<file path="config.mk">
export PLATFORM = sky130hd
export DESIGN_NAME = floating_point_adder_normalizer
export DESIGN_NICKNAME = d
export VERILOG_FILES = /design/src/rtl/floating_point_adder_normalizer.sv
export SDC_FILE = /design/constraint.sdc
export NUM_CORES = 1
export LEC_CHECK = 0
export CAP_MARGIN = 20
export CORE_MARGIN = 5
export CORE_UTILIZATION = 54
export DETAILED_ROUTE_END_ITERATION = 8
export GPL_TIMING_DRIVEN = 0
export PLACE_DENSITY = 0.81
export SKIP_LAST_GASP = 1
export SYNTH_ARGS = -nofsm -noshare
export SYNTH_HDL_FRONTEND = slang
export SYNTH_SLANG_ARGS = --single-unit
export TNS_END_PERCENT = 100
</file>
<file path="constraint.sdc">
create_clock -name clk -period 4.2 [get_ports clk]
set_clock_uncertainty 0.05 [all_clocks]
set_input_delay 0.84 -clock clk [delete_from_list [all_inputs] [get_ports clk]]
set_output_delay 0.84 -clock clk [all_outputs]
set_load 0.02 [all_outputs]
</file>
<file path="src/rtl/floating_point_adder_normalizer.sv">
// Normalising back end of the binary32 adder: takes the mantissa-ALU sum and
// the aligned exponent, shifts left one bit per cycle until the hidden bit is
// set or the exponent bottoms out, then packs the result word. Truncates only.
module floating_point_adder_normalizer #(
    parameter int EXP_W = 8,
    parameter int MAN_W = 24
) (
    input  logic             clk,
    input  logic             reset,
    input  logic             in_valid,
    output logic             in_ready,
    input  logic             carry_in,
    input  logic [MAN_W-1:0] magnitude_in,
    input  logic             sign_in,
    input  logic [EXP_W-1:0] exponent_in,
    output logic             out_valid,
    input  logic             out_ready,
    output logic [31:0]      result,
    output logic             overflow,
    output logic             underflow
);

    typedef enum logic [1:0] {IDLE, SHIFT, DONE} state_t;

    state_t      state_q, state_n;
    logic [23:0] mant_q, mant_n;
    logic [9:0]  exp_q, exp_n;   // wide enough to hold 255 + carry without wrap
    logic        sign_q, sign_n;
    logic [31:0] result_n;
    logic        overflow_n, underflow_n;

    logic [9:0]  e_eff, e_inc, e_s;
    logic [23:0] mant_s;
    logic [32:0] packed_w;

    // Build {underflow, word}: exponent field is zero when the hidden bit never
    // surfaced, which makes any leftover fraction a subnormal.
    function automatic logic [32:0] pack(input logic s, input logic [23:0] m,
                                         input logic [9:0] e);
        logic [7:0]  field;
        logic [22:0] frac;
        field = m[23] ? e[7:0] : 8'd0;
        frac  = m[22:0];
        return {(field == 8'd0) && (frac != 23'd0), s, field, frac};
    endfunction

    assign in_ready  = (state_q == IDLE);
    assign out_valid = (state_q == DONE);

    // Next-state, datapath and packing decisions for each FSM state.
    always_comb begin
        // NOTE: every signal assigned here gets a default first so no path leaves
        // a variable unassigned, which would otherwise infer a latch.
        state_n     = state_q;
        mant_n      = mant_q;
        exp_n       = exp_q;
        sign_n      = sign_q;
        result_n    = result;
        overflow_n  = overflow;
        underflow_n = underflow;
        e_eff       = (exponent_in == 8'd0) ? 10'd1 : {2'b00, exponent_in};
        e_inc       = e_eff + 10'd1;
        mant_s      = {mant_q[22:0], 1'b0};
        e_s         = exp_q - 10'd1;
        packed_w    = '0;

        unique case (state_q)
            IDLE: begin
                if (in_valid) begin
                    sign_n      = sign_in;
                    overflow_n  = 1'b0;
                    underflow_n = 1'b0;
                    state_n     = DONE;
                    if (carry_in) begin
                        if (e_inc >= 10'd255) begin
                            result_n   = {sign_in, 8'hFF, 23'd0};
                            overflow_n = 1'b1;
                        end else begin
                            mant_n      = {1'b1, magnitude_in[23:1]};
                            exp_n       = e_inc;
                            packed_w    = pack(sign_in, {1'b1, magnitude_in[23:1]}, e_inc);
                            result_n    = packed_w[31:0];
                            underflow_n = packed_w[32];
                        end
                    end else if (magnitude_in == 24'd0) begin
                        result_n = 32'h0000_0000;
                    end else if (exponent_in == 8'hFF) begin
                        result_n = {sign_in, 8'hFF, 23'd0};
                    end else begin
                        mant_n = magnitude_in;
                        exp_n  = e_eff;
                        if (magnitude_in[23] || e_eff == 10'd1) begin
                            packed_w    = pack(sign_in, magnitude_in, e_eff);
                            result_n    = packed_w[31:0];
                            underflow_n = packed_w[32];
                        end else begin
                            state_n = SHIFT;
                        end
                    end
                end
            end
            SHIFT: begin
                mant_n = mant_s;
                exp_n  = e_s;
                if (mant_s[23] || e_s == 10'd1) begin
                    packed_w    = pack(sign_q, mant_s, e_s);
                    result_n    = packed_w[31:0];
                    underflow_n = packed_w[32];
                    state_n     = DONE;
                end
            end
            DONE: begin
                if (out_ready) state_n = IDLE;
            end
            default: state_n = IDLE;
        endcase
    end

    // State and datapath registers; synchronous reset aborts any operation.
    always_ff @(posedge clk) begin
        // NOTE: sequential state uses non-blocking assignments so every register
        // samples the pre-edge values computed by the combinational block.
        if (reset) begin
            state_q   <= IDLE;
            mant_q    <= '0;
            exp_q     <= '0;
            sign_q    <= 1'b0;
            result    <= '0;
            overflow  <= 1'b0;
            underflow <= 1'b0;
        end else begin
            state_q   <= state_n;
            mant_q    <= mant_n;
            exp_q     <= exp_n;
            sign_q    <= sign_n;
            result    <= result_n;
            overflow  <= overflow_n;
            underflow <= underflow_n;
        end
    end

endmodule

</file>
==> results.ini <==
[cts]
cts_root_buf = clkbuf_8
clock_latency_ns = 0.36
clock_sinks = 70
cts_tree = built
numCtsBuffers = 9
path_clk_slew_ns = 0.08
cts_buffer_depth = 2
htree_levels = 3

[yosys]
synth-seq-area-share_pct = 30.85
avgSynthCellArea_um2 = 7.646
ys.flop_type = dfxtp_1
syn_nets = 635
yosysWarnings = 0
synth_edf_count = 0
yosysUniqueCellTypes = 65
synth_cells = 594
synthArstFlopShare_pct = 0
yosys_register_bits = 70
synth_area_um2 = 4542

[floorplanning]
core_um2 = 8217
initial_core_util_pct = 55.28
die-area_um2 = 10340
die_y_um = 101.7
num_io_pins = 74
die_w_um = 101.7
num_rows = 33

[finish]
area_delta_synth_final_pct = 23.83
layout_commonest_cell = dfxtp_1
nFillCells = 732
layout.nets = 713
final_cell_mix = 70 x dfxtp_1, 66 x clkdlybuf4s50_1, 59 x o21ai_0
num_antenna_cells = 0
register_area_um2 = 1401
drive_gt1_share_pct = 7.533
multi_input_area_um2 = 2888
final_util_pct = 68.45

[worst_setup_path]
cp_cell_sequence = clkdlybuf4s50_1 > clkbuf_2 > nor4_1 > a21oi_1 > inv_1 > ha_1 > a2111oi_4 > nor3_2 > clkbuf_1 > a221oi_1 > nor2_1 > mux2_2
cp_max_fo = 10
start_kind = input port
crit_slowest_cell = a2111oi_4
r2r_start = exp_q[0]
crit_type = in2reg
critPathMaxStageDelay_ns = 0.53
setup.worst_path.start = exponent_in[3]
cp_data_required_time_ns = 4.40
cp.arrival_ns = 4.23
setup.worst_path.end_class = register

[power]
ir_drop_mv = 0.1833
pwr_density_cell_nw_per_um2 = 351.6
pwr-share-seq_pct = 38.5
p_int_mw = 1.316
sw_frac_of_total_pct = 33.46
power.share.combinational_pct = 28.5
p_sw_uw = 661.6
p_clk_share_pct = 33.0
p_leak_nw = 2.000

[placed_design]
dpl.hpwl_mm = 12.57
routabilityCongestion = 1.042
portBuffers = 66

[global_routing]
antenna_found_initial = 0
grt_pass1_wl_mm = 26.16
grtUsageTotal_pct = 32.43
grt_pass1_vias = 4942
grt_max_degree = 13
grt_overflow = 0

[timing]
hold_viol_final = 0
rsz0062_at_grt = no
tightest_slew_ns = 0.8478
setup_viol = 0
fin_setup_tns_ns = 0
fin_crit_ns = 4.032
slew_violations = 0
clock.fmax_ghz = 0.2480
max_slew_margin_pct = 43.01
hold_ws_ns = 0.4071
timing.final.crit_share_pct = 96.00

[drt]
wire_per_inst_um = 21.42
drtPass1Iterations = 5
ant_nets = 0
drc = 0
drt-initial-drc-count = 557
via_per_inst = 6.804
num_vias = 5321
routed_wl_mm = 16.75

[hold_path]
hp-class = reg2reg
hp-start = overflow

[outcome]
status = finished, final reports clean

[run]
max-cap-violations = 0

[critical path: cells and delay by family]
| family | cells | cell delay, ns |
|---|---|---|
| adder cells (fa/ha/maj) | 1 | 0.29 |
| AO/OA/AOI/OAI | 3 | 1.07 |
| buffers and inverters | 4 | 1.03 |
| AND/OR/NAND/NOR | 3 | 0.70 |
| multiplexers | 1 | 0.28 |
[layout make-up]
cell class	instances	area share (%)
plain buffers	54	4.516
flip-flops and latches	70	24.92
well taps	105	2.336
inverters	13	0.8676
multi-input cells	457	51.35
clock inverters	5	1.446
clock buffers	11	2.692
repair buffers	67	11.88
[synth_stat cells, drive strengths merged (4+ instances only)]
cell type / count / area (um2)
nor2: 45 / 171.4
nor4: 22 / 150.1
a221oi: 10 / 87.58
nor3: 24 / 131.4
a22o: 14 / 122.6
dfxtp: 70 / 1401
buf: 13 / 93.83
mux2i: 23 / 230.2
or4: 5 / 41.29
a211o: 9 / 78.83
o22ai: 5 / 31.28
a211oi: 5 / 37.54
a31oi: 8 / 56.30
xnor2: 9 / 78.83
nand2: 55 / 206.5
o31ai: 5 / 37.54
o211ai: 5 / 37.54
a221o: 15 / 150.1
o21ai: 60 / 311.5
a21oi: 29 / 145.1
inv: 12 / 45.04
clkbuf: 41 / 153.9
nand4: 10 / 62.56
nand3: 46 / 230.2
or3: 4 / 25.02
[flip-flops by register name, summed over array words and instances (netlist names)]
register	cells
overflow	1
state_q	2
result	32
sign_q	1
exp_q	10
mant_q	23
underflow	1
[per-stage QoR]
step / std cells / power (mW) / worst slack (ns) / instance area, um2
after floorplan: 594 / 1.113 / 0.6893 / 4542
after global placement: 765 / 1.306 / -0.6907 / 5334
after detailed placement: 765 / 1.318 / -0.6812 / 5334
after CTS: 781 / 1.959 / 0.009108 / 5587
after global routing: 782 / 2.048 / 0.002399 / 5624
final: 782 / 1.977 / 0.1679 / 5624
[routing by layer]
| metal | part of all wire [%] | track usage (%) | vias up |
|---|---|---|---|
| met1 | 40 | 41.95 | 2517 |
| met2 | 47 | 52.62 | 333 |
| met5 | 0 | 0 | - |
| met3 | 9.7 | 6.474 | 55 |
| met4 | 3.5 | 13.70 | 0 |
| li1 | - | - | 2416 |
[path summary, 6_finish.rpt]
kind	slack (ns)	depth (start not counted)	endpoint
setup / recovery	0.17	12	result[21]
hold / removal	0.41	2	overflow
setup reg to reg	0.91	11	result[9]
hold reg to reg	0.41	2	overflow
[repair_timing]
| action | in CTS | in global routing |
|---|---|---|
| pin swaps | 0 | 1 |
| setup buffers | 0 | 1 |
| hold endpoints to repair | 0 | 0 |
| cloned | 0 | 0 |
| resized for setup | 3 | 13 |
| hold buffers | 0 | 0 |
| setup endpoints to repair | 41 | 49 |
[kinds of logic (layout without fill, tap and decap cells)]
| kind of cell | count (synthesis) | count (layout) | synth area share [%] |
|---|---|---|---|
| DFF | 70 | 70 | 30.85 |
| AOI/OAI and AO/OA | 184 | 184 | 28.18 |
| and+or+nand+nor | 236 | 236 | 26.36 |
| xor gates and xnor gates | 10 | 10 | 1.929 |
| muxes | 24 | 24 | 5.317 |
| buffers and inverters | 67 | 150 | 6.529 |
| adders and majority gates | 3 | 3 | 0.8265 |
[power groups by stage]
stage | logic (mW) | registers (mW) | clock network (mW)
floorplan | 0.317 | 0.795 | 0
global placement | 0.532 | 0.774 | 0
detailed placement | 0.543 | 0.776 | 0
CTS | 0.548 | 0.761 | 0.650
global route | 0.602 | 0.769 | 0.677
finish | 0.563 | 0.762 | 0.652
Power figures use the tool's default switching activity.
==> patch, RTL diff (same flow settings) <==
Register the output `underflow` once more, cleared by the reset; this adds one clock of latency there. The other outputs are not delayed to match.
--- a/src/rtl/floating_point_adder_normalizer.sv
+++ b/src/rtl/floating_point_adder_normalizer.sv
@@ -21,6 +21,8 @@
 );
 
     typedef enum logic [1:0] {IDLE, SHIFT, DONE} state_t;
+
+    logic underflow_s0;
 
     state_t      state_q, state_n;
     logic [23:0] mant_q, mant_n;
@@ -57,7 +59,7 @@
         sign_n      = sign_q;
         result_n    = result;
         overflow_n  = overflow;
-        underflow_n = underflow;
+        underflow_n = underflow_s0;
         e_eff       = (exponent_in == 8'd0) ? 10'd1 : {2'b00, exponent_in};
         e_inc       = e_eff + 10'd1;
         mant_s      = {mant_q[22:0], 1'b0};
@@ -127,7 +129,7 @@
             sign_q    <= 1'b0;
             result    <= '0;
             overflow  <= 1'b0;
-            underflow <= 1'b0;
+            underflow_s0 <= 1'b0;
         end else begin
             state_q   <= state_n;
             mant_q    <= mant_n;
@@ -135,7 +137,15 @@
             sign_q    <= sign_n;
             result    <= result_n;
             overflow  <= overflow_n;
-            underflow <= underflow_n;
+            underflow_s0 <= underflow_n;
+        end
+    end
+
+    always_ff @(posedge clk) begin
+        if (reset) begin
+            underflow <= '0;
+        end else begin
+            underflow <= underflow_s0;
         end
     end
 
Behaviour: not the same (a bounded check fails within 4 cycles, from zero or initial values and one cycle with reset high).
==> patch against the original RTL <==
Routed wire length decreased by 6.4%. Setup slack improved by 0.0011 ns. Area after synthesis decreased by 2.6%. Via count decreased by 7.9%. Final area decreased by 2.9%. Power increased by 0.42%. Combinational power increased by 4%. Sequential cell count increased by 1. Critical path type unchanged. Largest cell class unchanged. Highest routed layer unchanged.
==> patch: results (changes against the original RTL) <==
Run status
  – Status: complete, no violations

Place
  – Detail Placement HPWL: 11800 microns (-6.2%)
  – Pre-CTS WS: -0.213 ns (+0.468 ns)
  – Port Buffers: 67 (+1.5%)
  – Routability Congestion: 1.01 (-2.7%)
  – Dpl cells: 727 (-5.0%)

Logic synthesis
  – Synthesized Nets: 596 (-6.1%)
  – Gate count of the mapped netlist: 555 (-6.6%)
  – Synth top cells by count: nand2_1, dfxtp_1, a21oi_1, nor2_1, clkbuf_1
  – Top cells by area, synth: dfxtp_1, nand2_1, a21oi_1, mux2i_1, a221o_1
  – Seq/Total Area, Yosys: 32.1% (+1.3 points)

Final layout
  – Fin nets: 674 (-5.5%)
  – Layout cell share with drive strength beyond 1: 8.31% (+0.77 points)

Power and ir drop
  – Clock share of power: 31.1% (-1.9 points)
  – Cell Int Power: 0.00131 W (-0.42%)
  – P_leak: 2.02 nW (+1.1%)
  – Power, Total: 0.00199 W (+0.42%)
  – Comb pwr share: 29.4% (+0.9 points)
  – Maximum VDD drop: 0.000199 V (+8.4%)

Routing
  – Avg WL per Cell: 21.1 microns (-1.4%)
  – DRT Wirelength: 15700 microns (-6.4%)
  – Vias: 4900 (-7.9%)
  – Iteration-0 DRC Markers: 624 (+12%)

Setup path
  – FF-to-FF setup slack: 1.02 ns (+0.11 ns)
  – Worst Path Arrival: 4.18 ns (-0.05 ns)
  – Critical Path End: exp_q[0]
  – Worst stage delay on the critical path: 0.58 ns (+0.05 ns)
  – Crit path from: exponent_in[4]
  – Reg2reg end: result[11]
  – CP max-delay cell: clkdlybuf4s50_1
  – Crit Path Max Fanout: 10 (unchanged)

GRT
  – Largest net degree at the start of global routing: 14 (+1)
  – Total track usage: 31.1% (-1.3 points)
  – First-pass GRT wire length: 24700 microns (-5.4%)
  – Number of global-route vias before repair: 4682 (-5.3%)

STA
  – Final hold slack: 0.419 ns (+0.0115 ns)
  – Slew HR: 34.5% (-8.5 points)
  – Fmax: 0.248 GHz (about the same)

Min path
  – Hold wc startpoint: sign_q
-- patch: logic make-up after synthesis --
logic type	Yosys count	synth area share, %
simple gates	199	22.3
mux	24	5.46
fa+ha+maj	3	0.849
flops	71	32.1
buf+inv	61	6.56
xor+xnor	13	2.57
compound gates	184	30.1
-- patch: area by class of cell --
cell class                      instances  area [sq um]  area share, %
Multi-Input combinational cell        423          2730           49.9
Clock buffer                           10           128           2.34
Sequential cell                        71          1420           26.0
Buffer                                 50           249           4.56
Timing Repair Buffer                   67           671           12.3
Tap cell                              105           131           2.41
Inverter                               11          41.3          0.756
Clock inverter                          6          93.8           1.72
-- patch: timing repair --
action | CTS | global route
resized for setup | 0 | 2
endpoints found under the hold margin | 0 | 0
setup endpoints to repair | 0 | 36
-- patch: layer usage --
layer	share of wire, %	vias to the layer above	track usage (%)
met5	0	-	0
met4	2.5	0	12.5
met3	10	37	7.54
met2	46	297	49.2
met1	41	2306	40.8
li1	-	2260	-
